<file path="src/rtl/psum_accum_pkg.sv">
// psum_accum_pkg: shared FSM state encoding and err_o bit indices for the partial-sum accumulator.
package psum_accum_pkg;
    typedef enum logic [1:0] {
        ST_IDLE  = 2'd0,
        ST_ACCUM = 2'd1,
        ST_DRAIN = 2'd2
    } acc_state_e;

    localparam int ERR_SKEW = 0;
    localparam int ERR_OVF  = 1;
    localparam int ERR_DROP = 2;
    localparam int ERR_W    = 3;
endpackage

</file>
<file path="src/rtl/psum_accum_deskew.sv">
// psum_deskew: realigns skewed systolic lanes and flags partially aligned rows.
//   clk, rst_n      : clock, async active-low reset (clears the delay lines)
//   psum_row_i      : skewed lane data, lane k arriving k cycles after lane 0
//   psum_en_row_i   : per-lane valid travelling with the data
//   row_o           : aligned row (combinational from the delay-line tails)
//   valid_o         : every lane of the aligned row is valid
//   skew_err_o      : some, but not all, lanes are valid
module psum_deskew
    import psum_accum_pkg::*;
#(
    parameter int PE_SIZE    = 2,
    parameter int PSUM_WIDTH = 32
) (
    input  logic                          clk,
    input  logic                          rst_n,
    input  logic [PSUM_WIDTH*PE_SIZE-1:0] psum_row_i,
    input  logic [PE_SIZE-1:0]            psum_en_row_i,
    output logic [PSUM_WIDTH*PE_SIZE-1:0] row_o,
    output logic                          valid_o,
    output logic                          skew_err_o
);
    logic [PE_SIZE-1:0] en_w;

    for (genvar k = 0; k < PE_SIZE; k++) begin : g_lane
        localparam int DLY = PE_SIZE - 1 - k;
        if (DLY == 0) begin : g_pass
            assign row_o[PSUM_WIDTH*k +: PSUM_WIDTH] = psum_row_i[PSUM_WIDTH*k +: PSUM_WIDTH];
            assign en_w[k] = psum_en_row_i[k];
        end else begin : g_dly
            // Enable rides in the top bit so data and valid can never drift apart.
            logic [PSUM_WIDTH:0] sr_q [DLY];
            always_ff @(posedge clk or negedge rst_n) begin
                if (!rst_n) begin
                    for (int i = 0; i < DLY; i++) sr_q[i] <= '0;
                end else begin
                    sr_q[0] <= {psum_en_row_i[k], psum_row_i[PSUM_WIDTH*k +: PSUM_WIDTH]};
                    for (int i = 1; i < DLY; i++) sr_q[i] <= sr_q[i-1];
                end
            end
            assign {en_w[k], row_o[PSUM_WIDTH*k +: PSUM_WIDTH]} = sr_q[DLY-1];
        end
    end

    assign valid_o    = &en_w;
    assign skew_err_o = |en_w && !(&en_w);
endmodule

</file>
<file path="src/rtl/psum_accum.sv">
// psum_accum: de-skews systolic partial sums, accumulates tiles into a row buffer and drains results.
//   clk, rst_n       : clock, async active-low reset
//   psum_row_i       : skewed partial sums, lane k in bits [PSUM_WIDTH*(k+1)-1 : PSUM_WIDTH*k]
//   psum_en_row_i    : per-lane valid
//   start_i          : tile-start pulse, honoured only in IDLE
//   first_i, last_i  : overwrite instead of add / drain after this tile (sampled with start_i)
//   rows_i           : rows in the tile, 1..ACC_DEPTH (sampled with start_i)
//   out_data_o       : result row, same lane packing
//   out_valid_o      : result row valid; out_ready_i accepts it
//   busy_o           : FSM is not IDLE
//   err_o            : sticky {row dropped, signed overflow, skew mismatch}
module psum_accum
    import psum_accum_pkg::*;
#(
    parameter int PE_SIZE    = 2,
    parameter int PSUM_WIDTH = 32,
    parameter int ACC_DEPTH  = 4
) (
    input  logic                           clk,
    input  logic                           rst_n,
    input  logic [PSUM_WIDTH*PE_SIZE-1:0]  psum_row_i,
    input  logic [PE_SIZE-1:0]             psum_en_row_i,
    input  logic                           start_i,
    input  logic                           first_i,
    input  logic                           last_i,
    input  logic [$clog2(ACC_DEPTH+1)-1:0] rows_i,
    output logic [PSUM_WIDTH*PE_SIZE-1:0]  out_data_o,
    output logic                           out_valid_o,
    input  logic                           out_ready_i,
    output logic                           busy_o,
    output logic [ERR_W-1:0]               err_o
);
    localparam int RW    = $clog2(ACC_DEPTH + 1);
    localparam int AW    = ACC_DEPTH > 1 ? $clog2(ACC_DEPTH) : 1;
    localparam int ROW_W = PSUM_WIDTH * PE_SIZE;

    logic [ROW_W-1:0]   al_row, al_row_q, sum_w;
    logic               al_valid, al_v_q, skew_err, buf_we;
    logic [PE_SIZE-1:0] ovf_w;
    acc_state_e         state_q, state_d;
    logic [RW-1:0]      wr_ptr_q, wr_ptr_d, rd_ptr_q, rd_ptr_d, rows_q, rows_d;
    logic               first_q, first_d, last_q, last_d;
    logic [ERR_W-1:0]   err_q, err_d;
    logic [ROW_W-1:0]   buf_q [ACC_DEPTH];

    psum_deskew #(.PE_SIZE(PE_SIZE), .PSUM_WIDTH(PSUM_WIDTH)) u_deskew (
        .clk          (clk),
        .rst_n        (rst_n),
        .psum_row_i   (psum_row_i),
        .psum_en_row_i(psum_en_row_i),
        .row_o        (al_row),
        .valid_o      (al_valid),
        .skew_err_o   (skew_err)
    );

    for (genvar k = 0; k < PE_SIZE; k++) begin : g_add
        logic [PSUM_WIDTH-1:0] a, b, s;
        assign a = buf_q[wr_ptr_q[AW-1:0]][PSUM_WIDTH*k +: PSUM_WIDTH];
        assign b = al_row_q[PSUM_WIDTH*k +: PSUM_WIDTH];
        assign s = a + b;
        assign sum_w[PSUM_WIDTH*k +: PSUM_WIDTH] = s;
        // Same-sign operands producing an opposite-sign sum is a two's-complement overflow.
        assign ovf_w[k] = (a[PSUM_WIDTH-1] == b[PSUM_WIDTH-1]) && (s[PSUM_WIDTH-1] != a[PSUM_WIDTH-1]);
    end

    always_comb begin
        state_d  = state_q;
        wr_ptr_d = wr_ptr_q;
        rd_ptr_d = rd_ptr_q;
        rows_d   = rows_q;
        first_d  = first_q;
        last_d   = last_q;
        buf_we   = 1'b0;
        err_d    = err_q;
        err_d[ERR_SKEW] = err_q[ERR_SKEW] | skew_err;
        err_d[ERR_DROP] = err_q[ERR_DROP] | (al_v_q && state_q != ST_ACCUM);
        case (state_q)
            ST_IDLE: if (start_i) begin
                state_d  = ST_ACCUM;
                first_d  = first_i;
                last_d   = last_i;
                rows_d   = rows_i;
                wr_ptr_d = '0;
                rd_ptr_d = '0;
            end
            ST_ACCUM: if (al_v_q) begin
                buf_we   = 1'b1;
                wr_ptr_d = wr_ptr_q + RW'(1);
                err_d[ERR_OVF] = err_q[ERR_OVF] | (!first_q && |ovf_w);
                if (wr_ptr_d == rows_q) state_d = last_q ? ST_DRAIN : ST_IDLE;
            end
            ST_DRAIN: if (out_ready_i) begin
                rd_ptr_d = rd_ptr_q + RW'(1);
                if (rd_ptr_d == rows_q) state_d = ST_IDLE;
            end
            default: state_d = ST_IDLE;
        endcase
    end

    always_ff @(posedge clk or negedge rst_n) begin
        if (!rst_n) begin
            state_q  <= ST_IDLE;
            wr_ptr_q <= '0;
            rd_ptr_q <= '0;
            rows_q   <= '0;
            first_q  <= 1'b0;
            last_q   <= 1'b0;
            err_q    <= '0;
            al_v_q   <= 1'b0;
            al_row_q <= '0;
        end else begin
            state_q  <= state_d;
            wr_ptr_q <= wr_ptr_d;
            rd_ptr_q <= rd_ptr_d;
            rows_q   <= rows_d;
            first_q  <= first_d;
            last_q   <= last_d;
            err_q    <= err_d;
            al_v_q   <= al_valid;
            al_row_q <= al_row;
        end
    end

    always_ff @(posedge clk) begin
        if (buf_we) buf_q[wr_ptr_q[AW-1:0]] <= first_q ? al_row_q : sum_w;
    end

    assign out_valid_o = state_q == ST_DRAIN;
    assign out_data_o  = out_valid_o ? buf_q[rd_ptr_q[AW-1:0]] : '0;
    assign busy_o      = state_q != ST_IDLE;
    assign err_o       = err_q;
endmodule

</file>
<file path="config.mk">
export PLATFORM = sky130hd
export DESIGN_NAME = psum_accum
export DESIGN_NICKNAME = d
export VERILOG_FILES = /design/src/rtl/psum_accum_pkg.sv /design/src/rtl/psum_accum_deskew.sv /design/src/rtl/psum_accum.sv
export SDC_FILE = /design/constraint.sdc
export NUM_CORES = 1
export LEC_CHECK = 0
export ABC_AREA = 1
export BUFFER_PORTS_ARGS = -buffer_cell sky130_fd_sc_hd__buf_2
export CAP_MARGIN = 20
export CORE_ASPECT_RATIO = 1.2
export CORE_MARGIN = 2
export CORE_UTILIZATION = 61
export DETAILED_ROUTE_END_ITERATION = 12
export PLACE_DENSITY_LB_ADDON = 0.1
export RECOVER_POWER = 100
export SLEW_MARGIN = 20
export SYNTH_ARGS = -nofsm -noshare
export SYNTH_HDL_FRONTEND = slang
export SYNTH_HIERARCHICAL = 1
export SYNTH_SLANG_ARGS = --single-unit
</file>
<file path="constraint.sdc">
create_clock -name clk -period 5.1 [get_ports clk]
set_clock_uncertainty 0.1 [all_clocks]
set_input_delay 0.51 -clock clk [delete_from_list [all_inputs] [get_ports clk]]
set_output_delay 0.51 -clock clk [all_outputs]
set_load 0.02 [all_outputs]
</file>
==> impl_metrics.toml, run 1 <==
[outcome]
violations = "max-capacitance violations, max-slew violations"
status = "finished, violations left"

[floorplan]
dieArea_sq_mm = 0.0345
floorplan.initialDensity_pct = 62.3
die_x_um = 170
io_pins = 144
die_y_um = 203
core_sq_mm = 0.0323
core.rowCount = 72

[worst_setup_path]
crit_fanout = 52
cp_slowest_cell = "nor2_1"
path_cells = "inv_2 > buf_4 > ha_1 > inv_1 > nor2_1 > clkbuf_4"
slowest_delay_ns = 1.13
worstSetupStartpointType = "register"
ff2ff_setup_slack_ns = 0.55
critPathBufInv = 4
critPathTopFamily = "buffers and inverters"
end_kind = "register"
worstPathArrival_ns = 4.60
critPathKind = "register to register"
cp.required_ns = 5.15

[pwr]
clockPowerShare_pct = 18.6
ir_worst_vdd_v = 0.000385
comb_power_share_pct = 50.9
p_leak_nw = 9.26
seq_power_share_pct = 30.5
p_total_mw = 14.5
swShare_pct = 44.7
cellPowerDensity_mw_per_mm2 = 649
p_int_mw = 8.03
power.switching_mw = 6.49

[global_route]
grt_pass1_vias = 17100
grt.overflow.total = 0
grtUsageTotal_pct = 33.3
antenna_found_initial = 0
grt_pass1_wl_um = 88100
grt_max_degree = 97

[clock_tree]
clockBufferDepth = 3
cts-htree-levels = 2
cts_tree = "built"
cts_setup_buffers = 0
clk_latency_ns = 0.54
cts_resized = 0
cts.reportedPaths.clkPinSlew_ns = 0.06
cts-hold-fix-buffers = 65
clockRootBuffer = "clkbuf_16"
cts_sinks = 370
cts_inserted_buffers = 38

[sta]
tightest_slew_ns = 2.83
tns_ns = 0
slew_headroom_pct = -88.6
fin_crit_sh_pct = 89.2
fmax_mhz = 220
rsz0062_at_grt = "no"
drv_slew = 277
period_minus_slack_ns = 4.55
hold_viol = 0
finalSetupViolations = 0
setup_ws_ns = 0.552

[logic_synthesis]
async_reset_ff_share_pct = 30.8
synth.avg_cell_area_sq_um = 8.53
ys_seq_area_share_pct = 52.3
synth_nets = 2505
syn-cell-area_sq_mm = 0.0201
yosys_warnings = 6
synth_cells = 2360
ys_ff_latch = 370
synth_edf_count = 256
synth_cell_type_count = 44
ys.flop_type = "edfxtp_1"

[cells_and_area]
num_antenna_cells = 0
syn_to_final_growth_pct = 11.1
final_common_cell = "nor2_1"
nets = 2605
layout_common_cells = "nor2_1, nand2_1, o21ai_0, edfxtp_1, a21oi_1"
drive_gt1_share_pct = 7.39

[place]
dp_hpwl_um = 35800
port_buffers = 143
dp_worst_setup_slack_ns = 1.11
gp_congestion = 0.953

[routing]
drt_iter0_drc = 1549
route.detailed.drc = 0
vias = 17200
avgRoutedWirePerCell_um = 19.8
drt_wl_total_um = 57400
ant_nets = 0
vias_per_cell = 5.93
dr.pass1.iters = 5

[min_path]
hp-class = "primary input to register"

[job]
maxCapViolations = 8
registers in the layout, summed over array words and instances, names as in the netlist:
| register | count |
|---|---|
| err_o | 3 |
| wr_ptr_q | 3 |
| al_row_q | 64 |
| u_deskew/g_lane.g_dly.sr_q | 33 |
| state_q | 2 |
| rows_q | 3 |
| last_q | 1 |
| al_v_q | 1 |
| rd_ptr_q | 3 |
| first_q | 1 |
| buf_q | 256 |
final timing paths:
check | startpoint | cells after the start | to
hold reg to reg | u_deskew/g_lane[0].g_dly.sr_q[10]$_DFF_PN0_ | 0 | al_row_q[10]$_DFF_PN0_
min in group asynchronous | rst_n | 2 | al_row_q[38]$_DFF_PN0_
hold / removal | psum_row_i[63] | 1 | al_row_q[63]$_DFF_PN0_
setup / recovery | wr_ptr_q[1]$_DFFE_PN0P_ | 6 | buf_q[1][21]$_DFFE_PP_
setup reg to reg | wr_ptr_q[1]$_DFFE_PN0P_ | 6 | buf_q[1][21]$_DFFE_PP_
max in group asynchronous | rst_n | 3 | al_row_q[21]$_DFF_PN0_
Yosys cell counts, types with 13 or more instances:
cell	number	area share, %
dfrtp_1	114	14
buf_1	15	0.28
buf_2	33	0.82
a21oi_1	133	3.3
ha_1	68	4.2
or2_2	14	0.43
clkbuf_1	56	1.0
nand3_1	91	2.3
inv_1	134	2.5
nor2_1	486	9.1
edfxtp_1	256	38
nand2_1	429	8.0
nor3_1	13	0.32
o22ai_1	61	1.9
o21ai_0	286	7.1
buf_4	64	2.4
layer usage:
layer,vias up,track usage (%),wire (um)
li1,8099,-,-
met1,8099,38.8,21200
met2,785,60.1,29300
met3,181,4.21,4130
met4,0,17.0,2790
met5,-,0,0
logic make-up (layout without fill, tap and decap cells):
| group | count (synthesis) | in the layout | synth area share [%] |
|---|---|---|---|
| XOR/XNOR | 18 | 18 | 0.783 |
| buffers and inverters | 307 | 436 | 7.16 |
| adder cells (fa/ha/maj) | 70 | 70 | 4.42 |
| flip-flops | 370 | 370 | 52.3 |
| AND/OR/NAND/NOR | 1076 | 1076 | 21.5 |
| AO/OA/AOI/OAI | 519 | 519 | 13.8 |
power groups by stage:
stage                     combinational [mW]  sequential (mW)  clock, mW
after CTS                               7.33             4.42       2.72
final                                   7.39             4.43       2.70
after detailed placement                7.25             4.47          0
after global routing                    8.27             4.46       2.84
after global placement                  7.08             4.46          0
after floorplan                         5.37             4.40          0
cell type report:
cell class,count,area [sq um]
inverter,138,522
timing repair buffer,229,1440
fill,2565,9960
multi-input combinational,1683,8150
clock buffer,55,1100
tap,407,509
sequential,370,10600
clock inverter,14,110
per-stage QoR:
stage | hold slack (ns) | area (sq um) | utilization, % | std cells
after detailed placement | 0.235 | 20700 | 63.9 | 2762
final | 0.0623 | 22400 | 69.2 | 2896
after CTS | 0.00182 | 22500 | 69.7 | 2896
after floorplan | 0.114 | 20100 | - | 2360
after global placement | 0.231 | 20700 | 63.9 | 2762
after global routing | 0.0384 | 22400 | 69.2 | 2896
(Power assumes the default switching activity.)
==> run 2: changes to the inputs <==
- PLACE_DENSITY: not set -> 0.91
- PLACE_DENSITY_LB_ADDON: 0.1 -> not set
==> impl_metrics.toml, run 2 (synthesized netlist as in run 1, its figures left out) <==
[global_route]
grt_max_degree = 136
antenna_found_initial = 0
grt_pass1_wl_um = 90800
grtUsageTotal_pct = 33.9
grt_pass1_vias = 17800
grt.overflow.total = 0

[sta]
fin_crit_sh_pct = 90.1
drv_slew = 208
finalSetupViolations = 0
fmax_mhz = 218
tightest_slew_ns = 2.84
tns_ns = 0
hold_slack_ns = 0.0686
period_minus_slack_ns = 4.59
slew_headroom_pct = -89.5
hold_viol = 0
rsz0062_at_grt = "no"

[pwr]
ir_worst_vdd_v = 0.000412
p_leak_nw = 9.24
p_total_mw = 14.5
cellPowerDensity_mw_per_mm2 = 648

[clock_tree]
clockRootBuffer = "clkbuf_16"
cts-htree-levels = 2
cts_inserted_buffers = 37
cts.reportedPaths.clkPinSlew_ns = 0.06
cts_sinks = 370
clk_latency_ns = 0.56
cts_tree = "built"
clockBufferDepth = 3

[cells_and_area]
layout_common_cells = "nor2_1, nand2_1, o21ai_0, edfxtp_1"
final_common_cell = "nor2_1"
nets = 2607
drive_gt1_share_pct = 7.47
largest_reg_flops = 256
syn_to_final_growth_pct = 11.2
final_area_sq_mm = 0.0224

[worst_setup_path]
end_kind = "output port"
worstPathArrival_ns = 3.98
crit_fanout = 38
critPathKind = "register to output port"
rr_endpoint = "buf_q[0][16]$_DFFE_PP_"
cp-endpoint = "out_data_o[25]"
crit_start = "state_q[0]$_DFFE_PN0P_"
worstSetupStartpointType = "register"
ff2ff_setup_slack_ns = 0.53
cp.required_ns = 4.49
rr_startpoint = "wr_ptr_q[1]$_DFFE_PN0P_"
reg2reg_depth = 6

[routing]
vias_per_cell = 6.16
vias = 17900
drt_iter0_drc = 1860
dr.pass1.iters = 7
avgRoutedWirePerCell_um = 20.1
drt_wl_total_um = 58400
ant_nets = 0
route.detailed.drc = 0

[outcome]
violations = "max-capacitance violations, max-slew violations"
status = "finished, violations left"

[place]
gp_congestion = 0.974
place_area_sq_mm = 0.0207
port_buffers = 143
dp_hpwl_um = 36800

[floorplan]
core_sq_mm = 0.0323
floorplan.initialDensity_pct = 62.3
io_pins = 144
die_y_um = 203
core.rowCount = 72
die_x_um = 170
dieArea_sq_mm = 0.0345

[job]
maxCapViolations = 7

[min_path]
holdPathStages = 3
hp-class = "primary input to register"
## run 2: changes by cell type in the layout (fill, tap and decap cells not counted), sizes merged
cell	previous run	this run
inv	138	137
clkbuf	135	133
clkinv	12	11
dlygate4sd3	65	66
clkinvlp	1	5
diode	0	2
## run 2: worst min path at each step
stage | start | to | slack (ns)
final | rows_i[2] | rows_q[2]$_DFFE_PN0P_ | 0.07
after global routing | rows_i[2] | rows_q[2]$_DFFE_PN0P_ | 0.09
after CTS | rows_i[2] | rows_q[2]$_DFFE_PN0P_ | 0.07
after detailed placement | u_deskew/g_lane[0].g_dly.sr_q[9]$_DFF_PN0_ | al_row_q[9]$_DFF_PN0_ | 0.24
after global placement | u_deskew/g_lane[0].g_dly.sr_q[17]$_DFF_PN0_ | al_row_q[17]$_DFF_PN0_ | 0.24
after floorplan | rst_n | al_row_q[0]$_DFF_PN0_ | 0.11
## run 2: worst max-delay path, cell delays in order (launching register included)
cell        delay (ns)
dfrtp_1           0.40
nor2_1            0.28
clkinvlp_2        1.23
buf_4             0.78
a21oi_1           0.47
buf_2             0.25
## run 2: report_power, final
part / internal (mW) / switching, mW
sequential: 4.24 / 0.230
combinational: 2.24 / 5.16
clock: 1.50 / 1.16
## run 2: cell type report
class / instances / area [sq um]
timing repair buffer: 232 / 1470
clock inverter: 16 / 130
multi-input combinational: 1683 / 8160
fill: 2396 / 9940
inverter: 138 / 522
clock buffer: 51 / 1050
antenna: 2 / 5.00
sequential: 370 / 10600
tap: 407 / 509
## run 2: what timing repair did
| action | CTS | global route |
|---|---|---|
| hold buffers | 66 | 0 |
| buffers inserted | 0 | 0 |
| gates resized for setup | 0 | 0 |
| endpoints found under the hold margin | 113 | 0 |
## run 2: metrics by stage
stage	util (%)	std cells	worst slack, ns
4_1_cts	69.7	2897	1.12
3_3_place_gp	64.0	2764	1.48
5_1_grt	69.2	2897	0.469
3_5_place_dp	64.0	2764	1.37
2_1_floorplan	-	2360	0.636
6_report	69.3	2899	0.507
## run 2: metal layers
layer	wire length [um]	global-route usage [%]	vias to the layer above
li1	-	-	8107
met1	20200	39.5	8330
met2	29500	59.6	1146
met3	5700	5.32	278
met4	3030	19.1	0
met5	0	0	-
==> run 3: changes to the inputs <==
==> constraint.sdc (replaced) <==
create_clock -name clk -period 5.1 [get_ports clk]
set_clock_uncertainty 0.1 [all_clocks]
set_input_delay 0.255 -clock clk [delete_from_list [all_inputs] [get_ports clk]]
set_output_delay 0.255 -clock clk [all_outputs]
set_load 0.02 [all_outputs]
==> impl_metrics.toml, run 3 (synthesized netlist as in run 1, its figures left out) <==
[routing]
dr.pass1.iters = 6
drt_iter0_drc = 2093
avgRoutedWirePerCell_um = 20.9
vias = 18100
drt_wl_total_um = 60700
route.detailed.drc = 0
vias_per_cell = 6.23
ant_nets = 0

[cells_and_area]
syn_to_final_growth_pct = 11.7
final_common_cell = "nor2_1"
drive_gt1_share_pct = 7.21
final_util_pct = 69.5
layout_common_cells = "nor2_1, nand2_1, o21ai_0, edfxtp_1, inv_1"
largest_reg_flops = 256
nets = 2613
nFillCells = 2365

[clock_tree]
cts_inserted_buffers = 37
cts_tree = "built"
clockBufferDepth = 3
clockRootBuffer = "clkbuf_16"
cts_resized = 0
cts-htree-levels = 2
cts_sinks = 370
cts.reportedPaths.clkPinSlew_ns = 0.06
clk_latency_ns = 0.56

[outcome]
status = "finished, violations left"
violations = "max-capacitance violations, max-slew violations"

[sta]
rsz0062_at_grt = "no"
tightest_slew_ns = 2.57
period_minus_slack_ns = 4.62
fin_crit_sh_pct = 90.5
slew_headroom_pct = -71.2
finalSetupViolations = 0
fmax_mhz = 217
tns_ns = 0
hold_viol = 0
drv_slew = 286
setup_ws_ns = 0.483
hold_slack_ns = 0.0602

[global_route]
grt_pass1_wl_um = 94800
grtUsageTotal_pct = 35.5
grt_pass1_vias = 18400
antenna_found_initial = 3
grt.overflow.total = 0
grt_max_degree = 98

[pwr]
cellPowerDensity_mw_per_mm2 = 656
p_total_mw = 14.7
ir_worst_vdd_v = 0.000457
p_leak_nw = 9.30

[worst_setup_path]
worstSetupStartpointType = "register"
cp_slowest_cell = "inv_1"
critPathTopFamily = "buffers and inverters"
critPathBufInv = 3
end_kind = "output port"
slowest_delay_ns = 1.36
path_cells = "inv_1 > buf_4 > o21ai_0 > a21oi_1 > buf_2"
critPathKind = "register to output port"
crit_fanout = 65
worstPathArrival_ns = 4.26
cp.required_ns = 4.74

[place]
port_buffers = 143
gp_congestion = 0.999
dp_hpwl_um = 37100
dp_worst_setup_slack_ns = 1.08

[floorplan]
core.rowCount = 72
dieArea_sq_mm = 0.0345
io_pins = 144
die_x_um = 170
die_y_um = 203
floorplan.initialDensity_pct = 62.3
core_sq_mm = 0.0323

[job]
maxCapViolations = 8

[min_path]
hp-class = "primary input to register"
## run 3: cell count changes in the layout (fill, tap and decap cells not counted), sizes merged
cell	delta
dlygate4sd3	+6
clkinvlp	-3
inv	+3
clkinv	-6
clkbuf	-2
bufinv	+2
buf	+5
## run 3: power breakdown
group	internal [mW]	leakage [nW]	switching [mW]
Clock	1.63	0.597	1.15
Sequential	4.23	3.65	0.299
Combinational	2.24	5.06	5.20
Total	8.10	9.30	6.65
## run 3: repair_timing
item,in CTS,in global routing
hold buffers,72,0
endpoints found under the setup margin,0,0
setup buffers,0,0
endpoints found under the hold margin,139,0
## run 3: area by class of cell
class                   instances  area (sq um)  area share (%)
clock buffers                  54          1070            4.78
repair buffers                238          1520            6.78
multi-input cells            1683          8150            36.2
inverters                     138           522            2.32
clock inverters                12           153           0.679
flip-flops and latches        370         10600            46.9
diodes                          2          5.00          0.0223
well taps                     407           509            2.27
## run 3: through the flow
stage,cell area (sq um),std cells
6_report,22500,2904
5_1_grt,22500,2903
4_1_cts,22600,2901
3_5_place_dp,20700,2763
3_3_place_gp,20700,2763
2_1_floorplan,20100,2360
## run 3: path summary, 6_finish.rpt
kind | start | end | slack [ns] | cells after the start
max | rd_ptr_q[0]$_DFFE_PN0P_ | out_data_o[0] | 0.48 | 5
min | start_i | state_q[1]$_DFFE_PN0P_ | 0.06 | 4
max reg2reg | wr_ptr_q[0]$_DFFE_PN0P_ | buf_q[1][12]$_DFFE_PP_ | 0.61 | 14
min reg2reg | u_deskew/g_lane[0].g_dly.sr_q[0]$_DFF_PN0_ | al_row_q[0]$_DFF_PN0_ | 0.23 | 0
max in group asynchronous | rst_n | first_q$_DFFE_PN0P_ | 1.51 | 3
min in group asynchronous | rst_n | al_row_q[59]$_DFF_PN0_ | 0.28 | 2
## run 3: worst reg2reg max path, stage by stage, from the launching register on
cell        delay, ns
dfrtp_4          0.70
clkinvlp_2       0.58
buf_4            0.46
o21ai_0          0.26
o22ai_1          0.11
ha_1             0.22
fa_1             0.44
nand2_1          0.15
nand3_1          0.13
and2_0           0.24
nand3_1          0.11
nand3_1          0.18
or2_2            0.33
nand3_1          0.10
nand2_1          0.12
## run 3: metal layers
metal  share of wire (%)  up-vias  GRT usage, %
li1                    -     8109             -
met5               0.015        -             0
met1                  34     8404          41.0
met4                 6.3        2          21.3
met2                  50     1245          62.0
met3                 9.7      338          5.85
